## config.mk

```make
export PLATFORM = sky130hd
export DESIGN_NAME = shift_add_mult_ctrl
export DESIGN_NICKNAME = d
export VERILOG_FILES = /design/src/rtl/shift_add_mult_ctrl.sv
export SDC_FILE = /design/constraint.sdc
export NUM_CORES = 1
export LEC_CHECK = 0
export CAP_MARGIN = 20
export CORE_ASPECT_RATIO = 0.75
export CORE_MARGIN = 5
export CORE_UTILIZATION = 51
export CTS_BUF_LIST = sky130_fd_sc_hd__clkbuf_16
export CTS_CLUSTER_DIAMETER = 60
export DETAILED_ROUTE_END_ITERATION = 6
export PLACE_DENSITY = 0.95
export SETUP_SLACK_MARGIN = 0.2
export SLEW_MARGIN = 15
export SYNTH_ARGS = -nofsm -noshare
export SYNTH_HDL_FRONTEND = slang
export SYNTH_SLANG_ARGS = --single-unit
```

## constraint.sdc

```tcl
create_clock -name clk -period 3.6 [get_ports clk]
set_input_delay 0.54 -clock clk [delete_from_list [all_inputs] [get_ports clk]]
set_output_delay 0.54 -clock clk [all_outputs]
set_load 0.03 [all_outputs]
```

## src/rtl/shift_add_mult_ctrl.sv

```systemverilog
// shift_add_mult_ctrl
//   Sequential shift-and-add controller for an unsigned WIDTH x WIDTH multiply.
//   It borrows one external combinational 2*WIDTH-bit adder. The accumulator and
//   the shifted multiplicand are presented to the adder every cycle. On each RUN
//   step the adder sum is taken only when the current multiplier LSB is set.
//
//   Handshake:
//     - start is sampled in IDLE and in DONE, so operations can run back-to-back.
//     - busy is high for the whole of RUN.
//     - done pulses for one cycle when product becomes valid.
//
//   Optional build macro:
//     EARLY_EXIT_EN - finish as soon as the remaining multiplier bits are all
//                     zero. A multiplier of zero then takes a single step.
//                     When the macro is undefined, every operation takes exactly
//                     WIDTH steps.
module shift_add_mult_ctrl #(
    parameter int WIDTH = 4
) (
    input  logic               clk,
    input  logic               reset_n,
    input  logic               start,
    input  logic [WIDTH-1:0]   a,
    input  logic [WIDTH-1:0]   b,
    output logic [2*WIDTH-1:0] adder_in0,
    output logic [2*WIDTH-1:0] adder_in1,
    input  logic [2*WIDTH-1:0] adder_out,
    output logic               busy,
    output logic               done,
    output logic [2*WIDTH-1:0] product
);

    localparam int PW = 2 * WIDTH;
    localparam int CW = $clog2(WIDTH) + 1;
    localparam logic [CW-1:0] LAST_STEP = CW'(WIDTH - 1);

    typedef enum logic [1:0] {
        S_IDLE = 2'd0,
        S_RUN  = 2'd1,
        S_DONE = 2'd2
    } state_t;

    state_t            state;
    logic [PW-1:0]     acc;
    logic [PW-1:0]     mcand;
    logic [WIDTH-1:0]  mplier;
    logic [CW-1:0]     count;

    logic [PW-1:0]     acc_next;
    logic [WIDTH-1:0]  mplier_next;
    logic              finish;

    // The adder always sees the live accumulator and the shifted multiplicand.
    assign adder_in0 = acc;
    assign adder_in1 = mcand;

    // Value of one RUN step, and whether this step is the last one.
    always_comb begin
        acc_next    = mplier[0] ? adder_out : acc;
        mplier_next = mplier >> 1;
`ifdef EARLY_EXIT_EN
        finish      = (count == LAST_STEP) || (mplier_next == '0);
`else
        finish      = (count == LAST_STEP);
`endif
    end

    // Control FSM with its operand, accumulator and result registers.
    // All outputs are registered.
    always_ff @(posedge clk or negedge reset_n) begin
        if (!reset_n) begin
            state   <= S_IDLE;
            acc     <= '0;
            mcand   <= '0;
            mplier  <= '0;
            count   <= '0;
            product <= '0;
            busy    <= 1'b0;
            done    <= 1'b0;
        end else begin
            case (state)
                S_IDLE, S_DONE: begin
                    done <= 1'b0;
                    if (start) begin
                        mcand  <= {{WIDTH{1'b0}}, a};
                        mplier <= b;
                        acc    <= '0;
                        count  <= '0;
                        busy   <= 1'b1;
                        state  <= S_RUN;
                    end else begin
                        busy   <= 1'b0;
                        state  <= S_IDLE;
                    end
                end
                S_RUN: begin
                    acc    <= acc_next;
                    mcand  <= mcand << 1;
                    mplier <= mplier_next;
                    count  <= count + 1'b1;
                    if (finish) begin
                        product <= acc_next;
                        busy    <= 1'b0;
                        done    <= 1'b1;
                        state   <= S_DONE;
                    end
                end
                default: begin
                    busy  <= 1'b0;
                    done  <= 1'b0;
                    state <= S_IDLE;
                end
            endcase
        end
    end

endmodule

```

==> qor.yml <==
swShare: 0.428
critPathRequiredTime_ps: 3060
worst_r2r_endpoint: "adder_in1[2]"
finalHoldViolCount: 0
synth_cells: 151
crit_path_max_incr_delay_ps: 760
seqPwrFrac: 0.350
min_to: "count[2]"
die_height_um: 58.5
post_cts_resized: 0
antenna_found_initial: 0
clock_latency_ps: 270
fin_util: 0.724
ys_ff_latch: 34
cap_violations: 0
synth_edf_count: 0
path_class: "reg -> out"
first_pass_iters: 4
synthMuxAreaShare: 0.0906
ant_nets: 0
crit_path_end_kind: "output port"
fmax_mhz: 454
synth_cell_types: 29
status: "complete, no violations"
via_per_inst: 5.77
drt-total-wl_um: 4050
async_flop_share: 1.00
cts_tree: "built"
numCtsBuffers: 5
final_nets: 213
synth_compound_area_frac: 0.111
syn_avg_cell_area_um2: 10.6
crit_chain: "clkdlybuf4s50_1"
ys_warn_count: 0
hpwlAfterDp_um: 2930
crit_cells: 1
routedWlPerCell_um: 17.6
areaGrowthSynthToFinish_pct: 34.5
place_congestion: 0.857
fin_crit_ps: 2200
synthXorXnorAreaFrac: 0
min_period_over_period: 0.612
cellPowerDensity_nw_per_um2: 1030
yosysSeqAreaShare: 0.531
n_antenna_cell: 0
dpl_cell_area_um2: 2020
grt_pass1_wl_um: 6690
port_buffers: 44
die_area_um2: 4370
worst_slew_pin_slew_ps: 1010
final_cell_mix: "clkdlybuf4s50_1, dfrtp_1, nand3_1"
coreArea_um2: 2980
htreeDepth: 2
first_iter_violations: 161
p_sw_mw: 0.950
grt_max_degree: 35
netlist_area_um2: 1600
worst-r2r-cell-count: 3
overflow: 0
leakagePower_nw: 0.974
crit_family: "buffers and inverters"
die_x_um: 74.7
relSlewSlack: 0.329
rrSetupSlack_ps: 1730
start_util: 0.538
worst_setup_path_start_kind: "register"
num_rows: 17
multi_input_area_um2: 662
hold_depth: 1
cts_setup_buffers: 0
final_common_cell: "clkdlybuf4s50_1"
rsz0062_at_grt: "no"
intPower_mw: 1.27
finalSetupViolCount: 0
r2r_start: "state[0]"
cts_buffer_depth: 2
synth-adder-area-share: 0.0156
power_frac_clock: 0.176
synthesis.nets: 172
grt_pass1_vias: 1293
finish.instance_area_um2: 2150
clk_pin_slew_ps: 50
vias: 1327
seq_area_um2: 851
fill_cells: 192
route.detailed.drc: 0
synthSimpleGateAreaFrac: 0.196
worstPathMaxFanout: 12
vdd_drop_max_v: 0.000756
fin_skew_ps: 5.14
pin_count: 45
hp-class: "reg -> reg"
clock_sinks: 34
final-max-slew-violation-count: 0
min_from: "count[2]"
synth_top_family_by_area: "simple AND/OR/NAND/NOR gates"
drive_gt1_frac: 0.0833
fin_tns_setup_ps: 0
cpMaxStageDelayCell: "clkdlybuf4s50_1"
hold_buffers: 0
crit_arrival_ps: 1660
clock_tree.root_cell: "clkbuf_16"
ys.flop_type: "dfrtp_1"
p_comb_frac: 0.474
track_usage: 0.205
cp_num_buf_inv: 1
-- Yosys cell counts, types with 2 or more instances --
cell	number	area (µm²)
dfrtp_1	34	851
nand3_1	25	125
nand2_1	16	60.1
mux2i_1	10	100
o21ai_0	9	45.0
a22o_1	7	61.3
buf_2	6	30.0
mux2_2	4	45.0
nor2_1	4	15.0
nor3_1	4	20.0
o22ai_1	4	25.0
inv_1	3	11.3
a211oi_1	2	15.0
a21oi_1	2	10.0
and2b_1	2	15.0
buf_6	2	22.5
ha_1	2	25.0
nand2b_1	2	12.5
nor2_2	2	12.5
nor2b_1	2	12.5
-- registers in the layout, indices dropped and copies added, names as in the netlist --
name,cells
adder_in0,8
adder_in1,8
busy,1
count,3
done,1
mplier,4
product,8
state,1
-- routing by layer --
layer / global-route usage / wire, µm
met5: 0 / 0
met4: 0.0787 / 97
met3: 0.0597 / 284
met2: 0.322 / 1980
met1: 0.268 / 1690
-- worst max path at each step --
stage / startpoint / end / slack, ps
floorplan: done / adder_in1[7] / 2240
global placement: start / mplier[3] / 1700
global route: done / done / 1310
finish: done / done / 1400
CTS: done / done / 1380
detailed placement: start / adder_in1[4] / 1500
-- power by group through the flow --
stage | Sequential [mW] | Clock [mW] | Combinational [mW]
floorplan | 0.919 | 0 | 0.522
global placement | 0.757 | 0 | 1.01
detailed placement | 0.773 | 0 | 1.05
CTS | 0.770 | 0.398 | 1.06
global route | 0.803 | 0.414 | 1.13
finish | 0.776 | 0.391 | 1.05
-- metrics by stage --
stage	cells	hold slack (ps)	setup slack (ps)	power [mW]
after floorplan	151	244	2240	1.44
after global placement	223	464	1700	1.76
after detailed placement	223	478	1500	1.82
after CTS	230	489	1380	2.23
after global routing	230	515	1310	2.35
final	230	486	1400	2.22
-- cell type report --
cell class,count,share of cell area
sequential,34,0.395
multi-input combinational,103,0.307
timing repair buffer,45,0.208
clock buffer,5,0.0581
tap,38,0.0221
inverter,3,0.00523
clock inverter,2,0.00465
-- worst register-to-register path: stages (launching register included) --
cell and delay (ps):
dfrtp_1 1000, nand2b_1 420, o22ai_1 270, nor2_1 70
-- cells by family (layout without fill, tap and decap cells) --
kind of cell,after synthesis,count (layout)
muxes,14,14
AOI/OAI and AO/OA,27,27
adders and majority gates,2,2
and+or+nand+nor,60,60
buffers and inverters,14,55
DFF,34,34
Note: power is estimated with default switching activity, not from simulation.
